[src/rtl/wb_pipe_reg_mc_if.sv]
// Write-back pipeline register bundle: incoming write channels, stall/flush
// controls, the registered output stage and the forwarding lookup port.
interface wb_pipe_reg_mc_if #(
  parameter int CH = 2,
  parameter int AW = 5,
  parameter int DW = 32
);
  // pipeline control
  logic             i_stall;
  logic             i_flush;
  // incoming write bundle
  logic             i_valid;
  logic [CH-1:0]    i_regWe;
  logic [CH*AW-1:0] i_WRA;
  logic [CH*DW-1:0] i_WRD;
  // registered output stage (history entry 0)
  logic             o_valid;
  logic [CH-1:0]    o_regWe;
  logic [CH*AW-1:0] o_WRA;
  logic [CH*DW-1:0] o_rstW;
  // forwarding lookup
  logic [AW-1:0]    i_fwdA;
  logic             o_fwdHit;
  logic [DW-1:0]    o_fwdD;

  // upstream pipeline / bypass network side
  modport master (
    output i_stall, i_flush, i_valid, i_regWe, i_WRA, i_WRD, i_fwdA,
    input  o_valid, o_regWe, o_WRA, o_rstW, o_fwdHit, o_fwdD
  );

  // pipeline register side
  modport slave (
    input  i_stall, i_flush, i_valid, i_regWe, i_WRA, i_WRD, i_fwdA,
    output o_valid, o_regWe, o_WRA, o_rstW, o_fwdHit, o_fwdD
  );
endinterface

[src/rtl/wb_pipe_reg_mc.sv]
// Multi-channel write-back pipeline register.
// Captures CH register writes per cycle, gates register-0 writes and
// same-cycle address conflicts (higher channel wins), and keeps a DEPTH-deep
// history of retired writes that feeds a combinational forwarding lookup.
// Entry 0 of the history is the live output stage.
module wb_pipe_reg_mc #(
  parameter int CH       = 2,
  parameter int AW       = 5,
  parameter int DW       = 32,
  parameter int DEPTH    = 2,
  parameter bit ZERO_REG = 1'b1
) (
  input  logic             clk,
  input  logic             rst,
  wb_pipe_reg_mc_if.slave  bus
);

  // ---------------------------------------------------------------------
  // Effective write enables
  // ---------------------------------------------------------------------
  // A channel is a candidate when the bundle is valid, its enable is set and
  // it does not target register 0 (when register 0 is hardwired).
  logic [CH-1:0] cand;
  logic [CH-1:0] eff;
  // shadowed[k][j] is set when a higher channel j is a candidate for the
  // same address as channel k, which drops channel k.
  logic [CH-1:0] shadowed [CH];

  genvar gi, gj;
  generate
    for (gi = 0; gi < CH; gi++) begin : g_cand
      logic addr_zero;
      assign addr_zero  = (bus.i_WRA[gi*AW +: AW] == '0);
      assign cand[gi]   = bus.i_valid & bus.i_regWe[gi] & ~(ZERO_REG & addr_zero);
    end

    for (gi = 0; gi < CH; gi++) begin : g_conf_row
      for (gj = 0; gj < CH; gj++) begin : g_conf_col
        if (gj > gi) begin : g_higher
          assign shadowed[gi][gj] = cand[gj] &
              (bus.i_WRA[gj*AW +: AW] == bus.i_WRA[gi*AW +: AW]);
        end else begin : g_lower
          assign shadowed[gi][gj] = 1'b0;
        end
      end
      assign eff[gi] = cand[gi] & ~(|shadowed[gi]);
    end
  endgenerate

  // ---------------------------------------------------------------------
  // History storage
  // ---------------------------------------------------------------------
  logic             valid_q [DEPTH];
  logic [CH-1:0]    we_q    [DEPTH];
  logic [CH*AW-1:0] wra_q   [DEPTH];
  logic [CH*DW-1:0] wrd_q   [DEPTH];

  logic             valid_d [DEPTH];
  logic [CH-1:0]    we_d    [DEPTH];
  logic [CH*AW-1:0] wra_d   [DEPTH];
  logic [CH*DW-1:0] wrd_d   [DEPTH];

  // Next history: flush pushes a bubble, stall holds, otherwise the new
  // bundle enters entry 0; the oldest entry falls off the end.
  always_comb begin
    for (int i = 0; i < DEPTH; i++) begin
      valid_d[i] = valid_q[i];
      we_d[i]    = we_q[i];
      wra_d[i]   = wra_q[i];
      wrd_d[i]   = wrd_q[i];
    end
    if (bus.i_flush || !bus.i_stall) begin
      for (int i = 1; i < DEPTH; i++) begin
        valid_d[i] = valid_q[i-1];
        we_d[i]    = we_q[i-1];
        wra_d[i]   = wra_q[i-1];
        wrd_d[i]   = wrd_q[i-1];
      end
      if (bus.i_flush) begin
        valid_d[0] = 1'b0;
        we_d[0]    = '0;
        wra_d[0]   = '0;
        wrd_d[0]   = '0;
      end else begin
        // address and data are kept even for gated channels; only we matters
        valid_d[0] = bus.i_valid;
        we_d[0]    = eff;
        wra_d[0]   = bus.i_WRA;
        wrd_d[0]   = bus.i_WRD;
      end
    end
  end

  // History registers with asynchronous clear.
  always_ff @(posedge clk or posedge rst) begin
    if (rst) begin
      for (int i = 0; i < DEPTH; i++) begin
        valid_q[i] <= 1'b0;
        we_q[i]    <= '0;
        wra_q[i]   <= '0;
        wrd_q[i]   <= '0;
      end
    end else begin
      for (int i = 0; i < DEPTH; i++) begin
        valid_q[i] <= valid_d[i];
        we_q[i]    <= we_d[i];
        wra_q[i]   <= wra_d[i];
        wrd_q[i]   <= wrd_d[i];
      end
    end
  end

  // ---------------------------------------------------------------------
  // Output stage
  // ---------------------------------------------------------------------
  assign bus.o_valid = valid_q[0];
  assign bus.o_regWe = we_q[0];
  assign bus.o_WRA   = wra_q[0];
  assign bus.o_rstW  = wrd_q[0];

  // ---------------------------------------------------------------------
  // Forwarding lookup over registered history only
  // ---------------------------------------------------------------------
  logic                query_zero;
  logic [DEPTH*CH-1:0] fwd_match;
  logic                fwd_hit;
  logic [DW-1:0]       fwd_data;

  assign query_zero = ZERO_REG & (bus.i_fwdA == '0);

  generate
    for (gi = 0; gi < DEPTH; gi++) begin : g_fwd_ent
      for (gj = 0; gj < CH; gj++) begin : g_fwd_ch
        assign fwd_match[gi*CH + gj] = we_q[gi][gj] & ~query_zero &
            (wra_q[gi][gj*AW +: AW] == bus.i_fwdA);
      end
    end
  endgenerate

  // Priority select: scan oldest entry / lowest channel first so the newest
  // entry and highest channel overwrite and therefore win.
  always_comb begin
    fwd_hit  = 1'b0;
    fwd_data = '0;
    for (int i = DEPTH - 1; i >= 0; i--) begin
      for (int k = 0; k < CH; k++) begin
        if (fwd_match[i*CH + k]) begin
          fwd_hit  = 1'b1;
          fwd_data = wrd_q[i][k*DW +: DW];
        end
      end
    end
  end

  assign bus.o_fwdHit = fwd_hit;
  assign bus.o_fwdD   = fwd_data;

endmodule
[src/flat_wrapper.sv]
// flat-port wrapper written by rule: the top's interface ports become plain ports
module wb_pipe_reg_mc_flat 
#(
  parameter int CH       = 2,
  parameter int AW       = 5,
  parameter int DW       = 32,
  parameter int DEPTH    = 2,
  parameter bit ZERO_REG = 1'b1
)
  (clk, rst, bus_i_stall, bus_i_flush, bus_i_valid, bus_i_regWe, bus_i_WRA, bus_i_WRD, bus_i_fwdA, bus_o_valid, bus_o_regWe, bus_o_WRA, bus_o_rstW, bus_o_fwdHit, bus_o_fwdD);
  wb_pipe_reg_mc_if #(.CH(CH), .AW(AW), .DW(DW)) bus_i ();
  input  logic clk;
  input  logic rst;
  input wire logic [$bits(bus_i.i_stall)-1:0] bus_i_stall;
  input wire logic [$bits(bus_i.i_flush)-1:0] bus_i_flush;
  input wire logic [$bits(bus_i.i_valid)-1:0] bus_i_valid;
  input wire logic [$bits(bus_i.i_regWe)-1:0] bus_i_regWe;
  input wire logic [$bits(bus_i.i_WRA)-1:0] bus_i_WRA;
  input wire logic [$bits(bus_i.i_WRD)-1:0] bus_i_WRD;
  input wire logic [$bits(bus_i.i_fwdA)-1:0] bus_i_fwdA;
  output wire logic [$bits(bus_i.o_valid)-1:0] bus_o_valid;
  output wire logic [$bits(bus_i.o_regWe)-1:0] bus_o_regWe;
  output wire logic [$bits(bus_i.o_WRA)-1:0] bus_o_WRA;
  output wire logic [$bits(bus_i.o_rstW)-1:0] bus_o_rstW;
  output wire logic [$bits(bus_i.o_fwdHit)-1:0] bus_o_fwdHit;
  output wire logic [$bits(bus_i.o_fwdD)-1:0] bus_o_fwdD;
  assign bus_i.i_stall = bus_i_stall;
  assign bus_i.i_flush = bus_i_flush;
  assign bus_i.i_valid = bus_i_valid;
  assign bus_i.i_regWe = bus_i_regWe;
  assign bus_i.i_WRA = bus_i_WRA;
  assign bus_i.i_WRD = bus_i_WRD;
  assign bus_i.i_fwdA = bus_i_fwdA;
  assign bus_o_valid = bus_i.o_valid;
  assign bus_o_regWe = bus_i.o_regWe;
  assign bus_o_WRA = bus_i.o_WRA;
  assign bus_o_rstW = bus_i.o_rstW;
  assign bus_o_fwdHit = bus_i.o_fwdHit;
  assign bus_o_fwdD = bus_i.o_fwdD;
  wb_pipe_reg_mc #(.CH(CH), .AW(AW), .DW(DW), .DEPTH(DEPTH), .ZERO_REG(ZERO_REG)) u_core (.clk(clk), .rst(rst), .bus(bus_i));
endmodule
[config.mk]
export PLATFORM = sky130hd
export DESIGN_NAME = wb_pipe_reg_mc_flat
export DESIGN_NICKNAME = d
export VERILOG_FILES = /design/src/rtl/wb_pipe_reg_mc_if.sv /design/src/rtl/wb_pipe_reg_mc.sv /design/src/flat_wrapper.sv
export SDC_FILE = /design/constraint.sdc
export NUM_CORES = 1
export LEC_CHECK = 0
export BUFFER_PORTS_ARGS = -buffer_cell sky130_fd_sc_hd__buf_2
export CAP_MARGIN = 15
export CORE_MARGIN = 5
export CORE_UTILIZATION = 35
export DETAILED_ROUTE_END_ITERATION = 16
export PLACE_DENSITY = 0.56
export SKIP_LAST_GASP = 1
export SYNTH_ARGS = -nofsm -noshare
export SYNTH_HDL_FRONTEND = slang
export SYNTH_SLANG_ARGS = --single-unit
[constraint.sdc]
create_clock -name clk -period 6.8 [get_ports clk]
set_input_delay 1.36 -clock clk [delete_from_list [all_inputs] [get_ports clk]]
set_output_delay 1.36 -clock clk [all_outputs]
set_load 0.005 [all_outputs]
==> summary.md <==
| Metric | Value |
|---|---|
| I/O pin count | ~200 |
| Worst Path Arrival | between 3 and 4 ns |
| DR iter-0 viols | 244 |
| Cell family with most CP delay | compound AO/OA/AOI/OAI gates |
| Register bit total from synthesis | approximately 150 |
| RSZ-0062 raised after global routing | no |
| Number of detailed-route iterations in the first pass | 4 |
| Post-synth cell types | 36 |
| Setup TNS Final | 0 ns |
| Post_cts resized | 0 |
| Clock Tree Buf Depth | 2 |
| R2R Setup Slk | 5.97 ns |
| Vias in the first global route | between 5000 and 6000 |
| Avg Synthesized Cell Area | around 11 sq um |
| Area growth syn-to-layout | 15.2% |
| Hold path start | u_core.wrd_q[38] |
| Pin count of the biggest net entering global routing | roughly 100 |
| Min-Delay Path Depth | 1 |
| Hold buffer count at CTS | 0 |
| Layout cell share with drive strength beyond 1 | approximately 37% |
| Initial core utilization | a little over a third |
| Post-CTS setup buffers | 0 |
| Clock latency on the worst-skew pair | between 0.4 and 0.5 ns |
| Initial antenna violation count | 1 |
| # placed instances | 1110 |
| Reg area | between 3000 and 4000 sq um |
| Status | finished clean |
| Nets | 930 |
| Met1 Usage GRT | 21.4% |
| Met3 usage | between 3 and 4% |
| Synthesized area | approximately 8000 sq um |
| ANT cells | 0 |
| Grt met2 use | 25.3% |
| Layout Cells excl Fill | 1142 |
| Layout Utilization | 40.9% |
| Slew Limit Fails | 0 |
| Power per Cell Area | between 200 and 250 nW/um^2 |
| Most used cell, CP | buf_2 |
| CP Cell Sequence | buf_2 > or4_4 > o211a_4 > and2_4 > o311a_1 > o21ai_1 > buf_2 |
| First-pass GRT wire length | ~33000 microns |
| F_max | 202 MHz |
| Number of buffers added on ports | roughly 200 |
| Reg2Reg Depth | 1 |
| Area of the multi-input gates | approximately 3200 sq um |
| Max Cap Viol | 0 |
| Root buf cell | clkbuf_16 |
| Via count | 5634 |
| Place WS | between 1.5 and 2 ns |
| CTS H-tree lvls | 4 |
| Via density | 4.93 |
| Hold_ws | 0.503 ns |
| Cts bufs inserted | 17 |
| Clock slew at reported path FFs | roughly 0.06 ns |
| Core area | between 20000 and 25000 sq um |
| Syn nets | about 840 |
| Wirelength per Cell | about 18 microns |
| Rel. slew slack | 37.7% |
| Total track usage | 15.7% |
| Warnings, synthesis | 0 |
| Post-layout min period | about 5.0 ns |
| Hold Violations, Final | 0 |
| Seq/Total Area, Yosys | between 40% and 50% |
| LEAKAGE | ~4.7 nW |
| Worst flop-to-flop path startpoint | u_core.bus.o_rstW[29] |
| Slew @ Worst Pin | 0.934 ns |
| Worst reg2reg path endpoint | u_core.wrd_q[29] |
| Die Ht | 161 microns |
| Row count | between 50 and 60 |
| Detail Route Antenna Nets | 0 |
| Worst EP required | 5.44 ns |
| Die width | between 150 and 200 microns |
| Startpoint class of the critical path | primary input |
| Clock Skew | roughly 0.0072 ns |
| Crit. End Element | primary output |
| Final setup fails | 0 |
| GPL Wtd Cong | about 0.75 |
| TritonCTS clock tree | built |
| Crit path buf inv count | 2 |
| Hold Crit Endpoint | u_core.wrd_q[38] |
| Mapped Cells | approximately 760 |
| Kind of critical path | in2out |
| CP max stage delay | approximately 0.56 ns |
| Hold WC Path Type | reg2reg |
| Crit-path max FO | 33 |
| Die ar. | between 20000 and 30000 sq um |
| DRC errors left | 0 |
| Post-route setup slack | 1.84 ns |
| CTS Sinks | 153 |
| Total gr overflow | 0 |
| Drt total wl | 20100 microns |
| # fillers | approximately 2200 |
| Hpwl dp | ~13000 microns |
| Slowest CP cell | or4_4 |
| Worst vdd ir | between 0.1 and 0.15 mV |
| Final critical-path share of the clock period | 72.9% |
| GR peak layer | met2 |
cells in the final DEF, fill, tap and decap left out, types with 4 or more instances in the layout:
master     instances
nand2_1           29
o21ai_0           28
dfrtp_1          153
nand3_1           32
xor2_1            14
buf_2            193
mux2_2            76
clkinv_4           5
inv_1             32
nor2_1            78
clkbuf_16         17
o21a_1             5
buf_4             11
o311ai_1           5
o21ai_1           26
nand4_1            4
o311a_1           26
xnor2_1           11
mux2i_1           75
a22o_1             5
metrics by stage:
stage	power (mW)	cell area, sq um
3_5_place_dp	1.26	8610
4_1_cts	2.27	9230
2_1_floorplan	1.20	8020
5_1_grt	2.34	9230
6_report	2.24	9230
3_3_place_gp	1.26	8610
cells in the mapped netlist, drive strengths merged:
master	n	share of area (%)
nor3b	1	0.094
nor4	4	0.31
and2	1	0.11
buf	97	8.6
o211ai	2	0.19
o21ai	54	3.4
nand3	32	2.0
a22o	5	0.55
clkbuf	38	1.8
nor3	1	0.062
nand4	4	0.31
nor4bb	1	0.12
inv	33	1.5
o311ai	5	0.55
xor2	14	1.5
mux2i	75	9.4
or3	2	0.16
nand2	29	1.4
xnor2	11	1.2
a21oi	1	0.062
or4	3	0.33
nor2	78	3.7
o21a	5	0.47
or2	1	0.078
o211a	2	0.34
o311a	26	3.2
nand2b	1	0.078
mux2	76	11
nor2b	1	0.078
dfrtp	153	48
logic make-up (layout without fill, tap and decap cells):
family / Yosys count / in the layout / synth area share, %
buf+inv: 168 / 269 / 12.0
simple gates: 159 / 159 / 8.74
flops: 153 / 153 / 47.8
mux: 151 / 151 / 20.0
compound gates: 100 / 100 / 8.77
xor+xnor: 25 / 25 / 2.73
metal layers:
| metal | wire length (microns) | share of wire (%) | vias up |
|---|---|---|---|
| met5 | 7 | 0.035 | - |
| met4 | 186 | 0.93 | 2 |
| li1 | - | - | 2712 |
| met2 | 9570 | 48 | 125 |
| met3 | 977 | 4.9 | 15 |
| met1 | 9320 | 46 | 2780 |
state kept, by name, summed over array words and instances, names as in the netlist:
name,flops
u_core.we_q,2
u_core.bus.o_rstW,64
u_core.wra_q,10
u_core.bus.o_regWe,2
u_core.wrd_q,64
u_core.bus.o_valid,1
u_core.bus.o_WRA,10
how the worst max path moves through the flow:
stage / from / to / slack (ns) / cells after the start
6_report: bus_i_fwdA[0] / bus_o_fwdD[0] / 1.84 / 7
4_1_cts: bus_i_fwdA[0] / bus_o_fwdD[18] / 1.84 / 7
2_1_floorplan: rst / u_core.bus.o_WRA[0] / 1.32 / 1
5_1_grt: bus_i_fwdA[4] / bus_o_fwdD[24] / 1.73 / 8
3_3_place_gp: bus_i_fwdA[0] / bus_o_fwdD[16] / 1.86 / 7
3_5_place_dp: bus_i_fwdA[0] / bus_o_fwdD[18] / 1.85 / 7
layout make-up:
class | instances | area share (%)
Tap cell | 285 | 3.86
Sequential cell | 153 | 41.5
Multi-Input combinational cell | 435 | 35.2
Timing Repair Buffer | 204 | 11.4
Inverter | 33 | 1.40
Clock inverter | 12 | 1.80
Clock buffer | 20 | 4.95
power by group:
| group | leakage (nW) | total (mW) | internal, mW | switching, mW |
|---|---|---|---|---|
| Combinational | 2.39 | 0.225 | 0.109 | 0.116 |
| Clock | 0.303 | 0.996 | 0.604 | 0.392 |
| Sequential | 2.03 | 1.01 | 0.969 | 0.0457 |
No activity file was read; power rests on OpenSTA's default activity.
